==> config.mk <==
export PLATFORM = sky130hd
export DESIGN_NAME = mult_arbiter
export DESIGN_NICKNAME = d
export VERILOG_FILES = /design/src/rtl/mult_arbiter.sv
export SDC_FILE = /design/constraint.sdc
export NUM_CORES = 1
export LEC_CHECK = 0
export ABC_AREA = 1
export BUFFER_PORTS_ARGS = -buffer_cell sky130_fd_sc_hd__buf_2
export CAP_MARGIN = 25
export CORE_UTILIZATION = 25
export DETAILED_ROUTE_END_ITERATION = 10
export MAX_ROUTING_LAYER = met4
export PLACE_DENSITY_LB_ADDON = 0.08
export REMOVE_ABC_BUFFERS = 1
export SYNTH_ARGS = -nofsm -noshare
export SYNTH_HDL_FRONTEND = slang
export SYNTH_SLANG_ARGS = --single-unit
==> constraint.sdc <==
create_clock -name Clk -period 2.5 [get_ports Clk]
set_input_delay 0.125 -clock Clk [delete_from_list [all_inputs] [get_ports Clk]]
set_output_delay 0.125 -clock Clk [all_outputs]
set_load 0.02 [all_outputs]
==> src/rtl/mult_arbiter.sv <==
// mult_arbiter: round-robin arbiter/sequencer sharing one 16x16 shift-add
// multiplier between two requesters (port 0 = CPU MULT path, port 1 = aux).
// Optional feature: define MULT_ARB_WATCHDOG_EN to enable a WAIT-state
// watchdog that aborts a transaction after TIMEOUT cycles with Err = 1.
module mult_arbiter #(
  parameter int TIMEOUT = 40
) (
  input  logic        Clk,
  input  logic        Rst,
  input  logic        Req0,
  input  logic        Req1,
  input  logic [15:0] A0,
  input  logic [15:0] B0,
  input  logic [15:0] A1,
  input  logic [15:0] B1,
  output logic        Ack0,
  output logic        Ack1,
  output logic [31:0] Result,
  output logic        Err,
  output logic        Busy,
  output logic        M_St,
  output logic [15:0] M_A,
  output logic [15:0] M_B,
  input  logic        M_Idle,
  input  logic        M_Done,
  input  logic [31:0] M_Prod
);

  // The watchdog counter is 8 bits wide, so the limit must fit in it.
  if (TIMEOUT < 1 || TIMEOUT > 255) begin : g_bad_timeout
    $error("mult_arbiter: TIMEOUT must be within 1..255");
  end

  typedef enum logic [1:0] {IDLE, START, WAIT, RESP} state_t;

  state_t state;
  logic   owner;   // port that owns the current transaction
  logic   last;    // port served most recently; 1 after reset so port 0 wins the first tie
  logic   pick0;   // port 0 wins the arbitration this cycle

  // Port 0 wins when it is the only requester, or on a tie when port 1 was served last.
  assign pick0 = Req0 && (!Req1 || last);

  // Start is a direct function of the multiplier being idle while we sit in START.
  assign M_St = (state == START) && M_Idle;

`ifdef MULT_ARB_WATCHDOG_EN
  localparam logic [7:0] WD_LAST = 8'(TIMEOUT - 1);
  logic [7:0] wd_cnt;
  logic       err_q;
  assign Err = err_q;
`else
  assign Err = 1'b0;
`endif

  // Sequencer: grant, start the multiplier, wait for its product, acknowledge.
  always_ff @(posedge Clk or posedge Rst) begin
    if (Rst) begin
      state  <= IDLE;
      owner  <= 1'b0;
      last   <= 1'b1;
      Ack0   <= 1'b0;
      Ack1   <= 1'b0;
      Busy   <= 1'b0;
      Result <= '0;
      M_A    <= '0;
      M_B    <= '0;
`ifdef MULT_ARB_WATCHDOG_EN
      wd_cnt <= '0;
      err_q  <= 1'b0;
`endif
    end else begin
      // Acks are single-cycle pulses; they are only set on the way into RESP.
      Ack0 <= 1'b0;
      Ack1 <= 1'b0;
      case (state)
        IDLE: begin
          if (Req0 || Req1) begin
            owner <= !pick0;
            M_A   <= pick0 ? A0 : A1;
            M_B   <= pick0 ? B0 : B1;
            Busy  <= 1'b1;
            state <= START;
          end
        end
        START: begin
          if (M_Idle) begin
            state <= WAIT;
`ifdef MULT_ARB_WATCHDOG_EN
            wd_cnt <= '0;
`endif
          end
        end
        WAIT: begin
          if (M_Done) begin
            Result <= M_Prod;
            Ack0   <= !owner;
            Ack1   <= owner;
            state  <= RESP;
`ifdef MULT_ARB_WATCHDOG_EN
            err_q  <= 1'b0;
          end else if (wd_cnt == WD_LAST) begin
            // Multiplier never finished: report a zero product with Err.
            Result <= '0;
            err_q  <= 1'b1;
            Ack0   <= !owner;
            Ack1   <= owner;
            state  <= RESP;
          end else begin
            wd_cnt <= wd_cnt + 8'd1;
`endif
          end
        end
        RESP: begin
          last  <= owner;
          Busy  <= 1'b0;
          state <= IDLE;
`ifdef MULT_ARB_WATCHDOG_EN
          err_q <= 1'b0;
`endif
        end
        default: state <= IDLE;
      endcase
    end
  end

endmodule

==> results of run 1 <==
==> sequential cells by signal, summed over array words and instances (netlist names) <==
name	flops
Ack1	1
owner	1
state	2
M_B	16
M_A	16
last	1
Busy	1
Ack0	1
Result	32
==> power breakdown <==
group	leakage [nW]	switching [mW]	internal (mW)	total (mW)
clock	0.140	0.495	0.799	1.29
sequential	0.877	0.290	1.71	2.00
combinational	1.98	1.76	0.851	2.61
==> routing by layer <==
metal  track usage  wire length (µm)  part of all wire
met5             -                 0                 0
met4        0.0401               127             0.012
met3        0.0637               974             0.092
met2         0.240              4670              0.44
met1         0.188              4820              0.46
==> worst paths after layout <==
check	endpoint	slack, ps
worst max-delay path	M_A[13]	850
worst min-delay path	Result[16]	20
worst max register to register	M_A[13]	850
worst min register to register	Result[10]	460
max in group asynchronous	last	1310
min in group asynchronous	M_B[7]	450
==> repair_timing <==
action	CTS	global route
hold buffers	12	0
hold endpoints to repair	38	0
resized for setup	0	0
==> through the flow <==
stage / setup slack [ps] / util / total power [mW] / instances / hold WS (ps)
3_3_place_gp: 893 / 0.333 / 4.62 / 789 / 283
2_1_floorplan: 303 / - / 3.63 / 437 / 258
3_5_place_dp: 851 / 0.333 / 4.65 / 789 / 293
5_1_grt: 712 / 0.363 / 6.35 / 817 / 10.2
6_report: 854 / 0.363 / 5.90 / 817 / 16.2
4_1_cts: 835 / 0.363 / 6.00 / 817 / 0.143
==> cell families (layout without fill, tap and decap cells) <==
group,after synthesis,count (layout),synth area share
compound gates,3,3,0.00752
buf+inv,107,283,0.128
fa+ha+maj,5,5,0.0179
simple gates,278,278,0.336
flops,71,71,0.509
other cells,1,1,0.00107
==> cells in the final DEF, fill, tap and decap left out <==
cell type / instances
buf_12: 1
buf_2: 169
buf_4: 6
bufinv_16: 1
clkbuf_1: 3
clkbuf_16: 9
clkbuf_8: 1
clkinv_2: 1
clkinvlp_4: 1
conb_1: 1
dfrtp_1: 70
dfstp_2: 1
dlygate4sd3_1: 12
ha_1: 5
inv_1: 77
inv_2: 2
nand2_1: 174
nand2_2: 2
nand3_1: 98
nand4_1: 2
nor2_1: 2
o21ai_0: 2
o21ai_4: 1
==> final cells by class <==
cell class / instances / area (µm²) / area share
repair buffers: 188 / 1030 / 0.211
clock buffers: 13 / 250 / 0.0512
inverters: 79 / 297 / 0.0607
well taps: 176 / 220 / 0.0451
multi-input cells: 287 / 1270 / 0.260
flip-flops and latches: 71 / 1780 / 0.364
clock inverters: 3 / 42.5 / 0.00870
==> worst reg2reg max path, cell delays in order (launching register included) <==
cell and delay (ps):
dfrtp_1 410, inv_1 110, ha_1 230, o21ai_4 80
inv_2 500, nand3_1 170, nand2_1 90
==> impl_metrics.env, run 1 <==
export IMPL_synth_top_cell_by_area="dfrtp_1"
export IMPL_whs_path_depth=3
export IMPL_netlist_area_um2=3500
export IMPL_vdd_drop_max_v=0.000501
export IMPL_path_class="register to register"
export IMPL_drive_gt1_frac=0.304
export IMPL_worst_skew_pair_late_latency_ps=340
export IMPL_die_x_um=120
export IMPL_drt_antenna_violating_nets=0
export IMPL_setup_tns_final_ps=0
export IMPL_synth_seq_area_share=0.509
export IMPL_num_antenna_cells=0
export IMPL_layout_nets=743
export IMPL_final_setup_viol_count=0
export IMPL_synth_enable_flop_cells=0
export IMPL_drt_total_wl_um=10600
export IMPL_synth_main_ff_cell="dfrtp_1"
export IMPL_p_per_area_nw_per_um2=1210
export IMPL_cpPeakStageDelay_ps=500
export IMPL_critPathTopFamily="buffers and inverters"
export IMPL_synth_area_leaders="dfrtp_1, nand2_1, nand3_1, inv_1, buf_2"
export IMPL_ys_ff_latch=71
export IMPL_port_buffers=169
export IMPL_die_h_um=120
export IMPL_clock_skew_ps=5.68
export IMPL_tightest_slew_ps=697
export IMPL_cts_setup_buffers=0
export IMPL_finalMaxSlewViolations=0
export IMPL_grt_pass1_wl_um=16800
export IMPL_slew_headroom=0.535
export IMPL_syn_to_final_growth_pct=39.8
export IMPL_fin_crit_ps=1650
export IMPL_fmax_mhz=607
export IMPL_slowest_stage="inv_2"
export IMPL_leakage_nw=2.99
export IMPL_post_drt_wl_per_cell_um=13.0
export IMPL_drt_pass1_iterations=4
export IMPL_core_area_um2=13500
export IMPL_fin_area_um2=4890
export IMPL_yosysTopAreaCellShare=0.501
export IMPL_hold_start="M_Prod[16]"
export IMPL_rr_startpoint="state[0]"
export IMPL_pin_count=171
export IMPL_place_gp_congestion=0.773
export IMPL_place_detailed_hpwl_um=6840
export IMPL_antenna_found_initial=0
export IMPL_ff2ff_path_depth=6
export IMPL_hold_path_class="input pin to register"
export IMPL_path_clk_slew_ps=60
export IMPL_synth_common_cells="nand2_1, nand3_1, inv_1, dfrtp_1, buf_2"
export IMPL_rsz0062_at_grt="false"
export IMPL_fin_crit_sh=0.659
export IMPL_final_hold_viol_count=0
export IMPL_initial_core_util=0.260
export IMPL_path_cells="inv_1, ha_1, o21ai_4, inv_2, nand3_1, nand2_1"
export IMPL_nFillCells=1463
export IMPL_yosysWarnings=0
export IMPL_synth_most_common_cell="nand2_1"
export IMPL_start_kind="register"
export IMPL_fp_row_count=42
export IMPL_place_area_um2=4470
export IMPL_async_flop_share=1.00
export IMPL_die_area_um2=14500
export IMPL_cp_num_cells=6
export IMPL_worstPathArrival_ps=1930
export IMPL_crit_path_start="state[0]"
export IMPL_critPathMaxFanout=34
export IMPL_drc=0
export IMPL_yosysUniqueCellTypes=17
export IMPL_cts_sinks=71
export IMPL_cap_viol_max_count=0
export IMPL_grt_util_all_layers=0.155
export IMPL_grt_pass1_vias=3406
export IMPL_cts_root_buffer="clkbuf_16"
export IMPL_cts_buffer_depth=2
export IMPL_vias=3442
export IMPL_via_per_inst=4.21
export IMPL_cts_tree="done"
export IMPL_grt_max_degree=45
export IMPL_drt_iter0_markers=167
export IMPL_gr_total_overflow=0
export IMPL_critPathCaptureType="register"
export IMPL_worst_path_buf_inv=2
export IMPL_cts_buffers=9
export IMPL_status="finished, final reports clean"
export IMPL_syn_inst=465
export IMPL_htreeDepth=3
export IMPL_syn_area_per_cell_um2=7.52
export IMPL_crit_required_ps=2780
Note: power is estimated with default switching activity, not from simulation.
==> run 2: changes to the inputs <==
--- a/config.mk
+++ b/config.mk
@@ -5,7 +5,7 @@
 export SDC_FILE = /design/constraint.sdc
 export NUM_CORES = 1
 export LEC_CHECK = 0
-export ABC_AREA = 1
+export ABC_AREA = 0
 export BUFFER_PORTS_ARGS = -buffer_cell sky130_fd_sc_hd__buf_2
 export CAP_MARGIN = 25
 export CORE_UTILIZATION = 25
==> constraint.sdc (replaced) <==
create_clock -name Clk -period 1.7 [get_ports Clk]
set_input_delay 0.085 -clock Clk [delete_from_list [all_inputs] [get_ports Clk]]
set_output_delay 0.085 -clock Clk [all_outputs]
set_load 0.02 [all_outputs]
==> run 2 against run 1 <==
  * Sequential cell count stayed put
  * Maximum frequency is 5.4% higher
  * Via count is 12% lower
  * Largest power group unchanged
  * Critical path depth is 2 lower
  * Design area is 4.3% higher
  * Combinational power is 65% higher
  * Cell count is 16% lower
==> impl_metrics.env, run 2 <==
export IMPL_path_class="register to register"
export IMPL_drt_total_wl_um=9880
export IMPL_num_antenna_cells=0
export IMPL_start_kind="register"
export IMPL_cpPeakStageDelay_ps=370
export IMPL_fin_area_um2=5100
export IMPL_syn_to_final_growth_pct=64.7
export IMPL_fin_util=0.423
export IMPL_post_drt_wl_per_cell_um=14.4
export IMPL_leakage_nw=2.41
export IMPL_drt_iter0_markers=165
export IMPL_syn_area_per_cell_um2=10.8
export IMPL_yosysTopAreaCellShare=0.566
export IMPL_final_setup_viol_count=0
export IMPL_yosysWarnings=0
export IMPL_ys_ff_latch=71
export IMPL_final_hold_viol_count=0
export IMPL_fmax_mhz=640
export IMPL_cts_root_buffer="clkbuf_16"
export IMPL_yosysUniqueCellTypes=24
export IMPL_place_gp_congestion=0.725
export IMPL_drt_pass1_iterations=5
export IMPL_tightest_slew_ps=563
export IMPL_drive_gt1_frac=0.463
export IMPL_critPathMaxFanout=4
export IMPL_syn_inst=287
export IMPL_synth_seq_area_share=0.574
export IMPL_layout_commonest_cell="buf_2"
export IMPL_grt_pass1_vias=3116
export IMPL_path_cells="buf_4, ha_1, a222oi_1, mux2_1"
export IMPL_fp_row_count=40
export IMPL_synth_enable_flop_cells=0
export IMPL_grt_pass1_wl_um=15400
export IMPL_pin_count=171
export IMPL_die_h_um=113
export IMPL_finalMaxSlewViolations=0
export IMPL_fin_crit_sh=0.918
export IMPL_fin_crit_ps=1560
export IMPL_crit_required_ps=1910
export IMPL_hold_path_class="input pin to register"
export IMPL_grt_max_degree=39
export IMPL_synth_top_cell_by_area="dfrtp_1"
export IMPL_setup_tns_final_ps=0
export IMPL_via_per_inst=4.43
export IMPL_htreeDepth=3
export IMPL_nFillCells=1183
export IMPL_worst_path_buf_inv=1
export IMPL_critPathTopFamily="flip-flops"
export IMPL_synth_most_common_cell="dfrtp_1"
export IMPL_die_area_um2=12800
export IMPL_cts_buffers=9
export IMPL_vias=3033
export IMPL_synth_area_leaders="dfrtp_1, mux2_2, a31oi_1, a21oi_1, o21ai_0"
export IMPL_status="finished, final reports clean"
export IMPL_r2r_setup_slack_ps=140
export IMPL_cts_buffer_depth=2
export IMPL_slowest_stage="dfrtp_1"
export IMPL_antenna_found_initial=0
export IMPL_clock_skew_ps=4.79
export IMPL_worst_skew_pair_late_latency_ps=330
export IMPL_vdd_drop_max_v=0.000896
export IMPL_p_per_area_nw_per_um2=1780
export IMPL_synth_main_ff_cell="dfrtp_1"
export IMPL_worstPathArrival_ps=1770
export IMPL_synth_common_cells="dfrtp_1, nor2_1, a21oi_1, a31oi_1, mux2_2"
export IMPL_largest_reg_flops=32
export IMPL_top_register="Result"
export IMPL_drc=0
export IMPL_cts_tree="done"
export IMPL_initial_core_util=0.257
export IMPL_async_flop_share=1.00
export IMPL_largestRegisters="Result: 32 flops, M_A: 16 flops, M_B: 16 flops"
export IMPL_drt_antenna_violating_nets=0
export IMPL_cts_sinks=71
export IMPL_place_area_um2=4250
export IMPL_core_area_um2=12100
export IMPL_port_buffers=169
export IMPL_critPathCaptureType="register"
export IMPL_netlist_area_um2=3100
export IMPL_layout_common_cells="buf_2, dfrtp_1, dlygate4sd3_1, nor2_1"
export IMPL_layout_nets=620
export IMPL_cap_viol_max_count=0
export IMPL_slew_headroom=0.623
export IMPL_path_clk_slew_ps=50
export IMPL_grt_util_all_layers=0.163
export IMPL_total_power_mw=9.07
export IMPL_die_x_um=113
export IMPL_rsz0062_at_grt="false"
export IMPL_gr_total_overflow=0
export IMPL_place_detailed_hpwl_um=6740
-- run 2: cell count changes in the layout (fill, tap and decap cells not counted), sizes merged, moves of 2 or more --
| cell | change |
|---|---|
| nor2 | +35 |
| nand3 | -98 |
| nand2 | -174 |
| mux2 | +34 |
| nand4 | -2 |
| o21ai | +30 |
| dlygate4sd3 | +42 |
| a21oi | +33 |
| buf | +10 |
| inv | -73 |
| a31oi | +33 |
-- run 2: through the flow --
stage / hold WS (ps) / std cells / setup WS [ps]
global placement: 56.4 / 614 / -79.9
floorplan: 188 / 262 / -205
global route: 13.8 / 684 / 20.0
CTS: 2.63 / 683 / 59.6
detailed placement: 56.1 / 615 / 69.3
finish: 15.0 / 684 / 139
-- run 2: cells by family (layout without fill, tap and decap cells) --
| family | count (synthesis) | count (layout) | share of synthesized area |
|---|---|---|---|
| AOI/OAI and AO/OA | 101 | 101 | 0.179 |
| DFF | 71 | 71 | 0.574 |
| and+or+nand+nor | 43 | 43 | 0.0562 |
| muxes | 35 | 35 | 0.127 |
| buffers and inverters | 31 | 260 | 0.0420 |
| adders and majority gates | 5 | 5 | 0.0202 |
| other | 1 | 1 | 0.00121 |
-- run 2: area by class of cell --
cell class,instances,area [µm²],area share
multi-input combinational,185,1210,0.237
inverter,6,22.5,0.00442
clock buffer,14,284,0.0557
sequential,71,1780,0.349
tap,168,210,0.0412
timing repair buffer,240,1600,0.313
-- run 2: timing repair --
| action | 4_1_cts | 5_1_grt |
|---|---|---|
| resized for setup | 0 | 3 |
| hold buffers | 54 | 0 |
| setup endpoints to repair | 0 | 2 |
| setup buffers | 0 | 1 |
| endpoints found under the hold margin | 63 | 0 |
-- run 2: routing by layer --
layer  wire length, µm  global-route usage
met5                 0                   -
met3               492              0.0477
met2              5110               0.276
met1              4180               0.185
met4                87              0.0526
-- run 2: report_power, final --
part           leakage (nW)  internal [mW]  switching [mW]
Sequential            0.820           2.56           0.421
Clock                 0.141           1.13           0.664
Combinational          1.45           1.81            2.49
-- run 2: worst reg2reg max path: stages (launching register included) --
cell and delay (ps):
dfrtp_1 370, buf_4 140, ha_1 210, a222oi_1 360, mux2_1 360
-- run 2: final timing paths --
| check | start | end | cells past startpoint |
|---|---|---|---|
| max reg2reg | state[1] | state[1] | 4 |
| max | state[1] | state[1] | 4 |
| min in group asynchronous | Rst | M_A[11] | 3 |
| min reg2reg | Result[26] | Result[26] | 1 |
| min | B1[13] | M_B[13] | 3 |
| max in group asynchronous | Rst | last | 4 |
==> run 3: changes to the inputs <==
--- a/config.mk
+++ b/config.mk
@@ -9,6 +9,7 @@
 export BUFFER_PORTS_ARGS = -buffer_cell sky130_fd_sc_hd__buf_2
 export CAP_MARGIN = 25
 export CORE_UTILIZATION = 25
+export CTS_BUF_LIST = sky130_fd_sc_hd__clkbuf_8
 export DETAILED_ROUTE_END_ITERATION = 10
 export MAX_ROUTING_LAYER = met4
 export PLACE_DENSITY_LB_ADDON = 0.08
==> run 3 against run 2 <==
  * Core utilization increased by 0.16 points
  * Cell count increased by 1.8%
  * Clock-buffer cell count decreased by 1
  * Clock skew increased by 2.1 ps
  * Largest power group unchanged
  * Highest routed layer unchanged
  * Non-clock buffer count increased by 12
==> impl_metrics.env, run 3 (synthesized netlist as in run 2, its figures left out) <==
export IMPL_largest_reg_flops=32
export IMPL_drt_antenna_violating_nets=0
export IMPL_htreeDepth=3
export IMPL_vias=3132
export IMPL_slew_headroom=0.630
export IMPL_path_class="register to register"
export IMPL_fin_crit_ps=1560
export IMPL_gr_total_overflow=0
export IMPL_fp_row_count=40
export IMPL_initial_core_util=0.257
export IMPL_worst_skew_pair_late_latency_ps=350
export IMPL_status="finished, final reports clean"
export IMPL_die_h_um=113
export IMPL_leakage_nw=2.42
export IMPL_tightest_slew_ps=553
export IMPL_dpl_cell_count=615
export IMPL_post_drt_wl_per_cell_um=14.4
export IMPL_worstPathArrival_ps=1790
export IMPL_path_clk_slew_ps=70
export IMPL_core_area_um2=12100
export IMPL_rsz0062_at_grt="false"
export IMPL_p_per_area_nw_per_um2=1680
export IMPL_layout_commonest_cell="buf_2"
export IMPL_largestRegisters="Result: 32 flops, M_A: 16 flops, M_B: 16 flops"
export IMPL_grt_pass1_vias=3186
export IMPL_critPathMaxFanout=4
export IMPL_vdd_drop_max_v=0.000784
export IMPL_antenna_found_initial=0
export IMPL_drive_gt1_frac=0.453
export IMPL_drt_pass1_iterations=4
export IMPL_num_antenna_cells=0
export IMPL_fmax_mhz=640
export IMPL_crit_required_ps=1930
export IMPL_start_kind="register"
export IMPL_clock_skew_ps=6.88
export IMPL_critPathCaptureType="register"
export IMPL_setup_tns_final_ps=0
export IMPL_port_buffers=169
export IMPL_drt_iter0_markers=159
export IMPL_grt_max_degree=39
export IMPL_layout_common_cells="buf_2, dfrtp_1, dlygate4sd3_1, nor2_1"
export IMPL_hold_path_class="input pin to register"
export IMPL_final_hold_viol_count=0
export IMPL_die_x_um=113
export IMPL_die_area_um2=12800
export IMPL_grt_util_all_layers=0.165
export IMPL_pin_count=171
export IMPL_place_detailed_hpwl_um=6740
export IMPL_place_gp_congestion=0.725
export IMPL_drc=0
export IMPL_stdcell_count=696
export IMPL_cts_buffers=9
export IMPL_cap_viol_max_count=0
export IMPL_cts_sinks=71
export IMPL_top_register="Result"
export IMPL_final_setup_viol_count=0
export IMPL_layout_nets=632
export IMPL_via_per_inst=4.50
export IMPL_finalMaxSlewViolations=0
export IMPL_cts_root_buffer="clkbuf_8"
export IMPL_cts_tree="done"
export IMPL_drt_total_wl_um=10000
export IMPL_fin_crit_sh=0.918
export IMPL_syn_to_final_growth_pct=65.3
export IMPL_cts_buffer_depth=2
export IMPL_grt_pass1_wl_um=15600
[run 3: final cells by class]
cell class	count	area, µm²
fillers	1184	6950
flip-flops and latches	71	1780
repair buffers	252	1720
multi-input cells	185	1210
well taps	168	210
clock buffers	13	179
inverters	6	22.5
clock inverters	1	3.75
[run 3: critical path, stage by stage, from the launching register on]
cell and delay [ps]:
dfrtp_1 380, buf_4 140, ha_1 210, a222oi_1 360, mux2_1 360
[run 3: per-stage QoR]
stage          area [µm²]   util  hold slack, ps  setup WS (ps)  total power, mW
2_1_floorplan        2990      -             188           -205             5.51
3_3_place_gp         4230  0.350            56.4          -79.9             7.12
3_5_place_dp         4250  0.353            56.1           69.3             7.21
4_1_cts              5100  0.423            10.2           53.1             8.66
5_1_grt              5120  0.424            31.3           14.6             9.20
6_report             5120  0.424            40.7            139             8.58
[run 3: final timing paths]
kind	start	end	slack [ps]	cells after the start
setup / recovery	state[1]	state[1]	140	4
hold / removal	B0[7]	M_B[7]	40	3
setup reg to reg	state[1]	state[1]	140	4
hold reg to reg	Result[26]	Result[26]	500	1
max in group asynchronous	Rst	last	830	4
min in group asynchronous	Rst	M_A[11]	220	3
[run 3: power by group]
| group | internal (mW) | switching (mW) |
|---|---|---|
| Sequential | 2.56 | 0.420 |
| Combinational | 1.82 | 2.50 |
| Clock | 0.669 | 0.613 |
[run 3: per-layer routing]
| metal | part of all wire | vias to the layer above | global-route usage |
|---|---|---|---|
| li1 | - | 1490 | - |
| met1 | 0.42 | 1512 | 0.185 |
| met2 | 0.51 | 110 | 0.277 |
| met3 | 0.047 | 20 | 0.0407 |
| met4 | 0.023 | 0 | 0.0737 |
| met5 | 0 | - | - |
[run 3: timing repair]
| item | 4_1_cts | 5_1_grt |
|---|---|---|
| endpoints found under the setup margin | 0 | 2 |
| gates resized for setup | 0 | 3 |
| hold buffers | 66 | 0 |
| setup buffers | 0 | 1 |
| endpoints found under the hold margin | 113 | 0 |
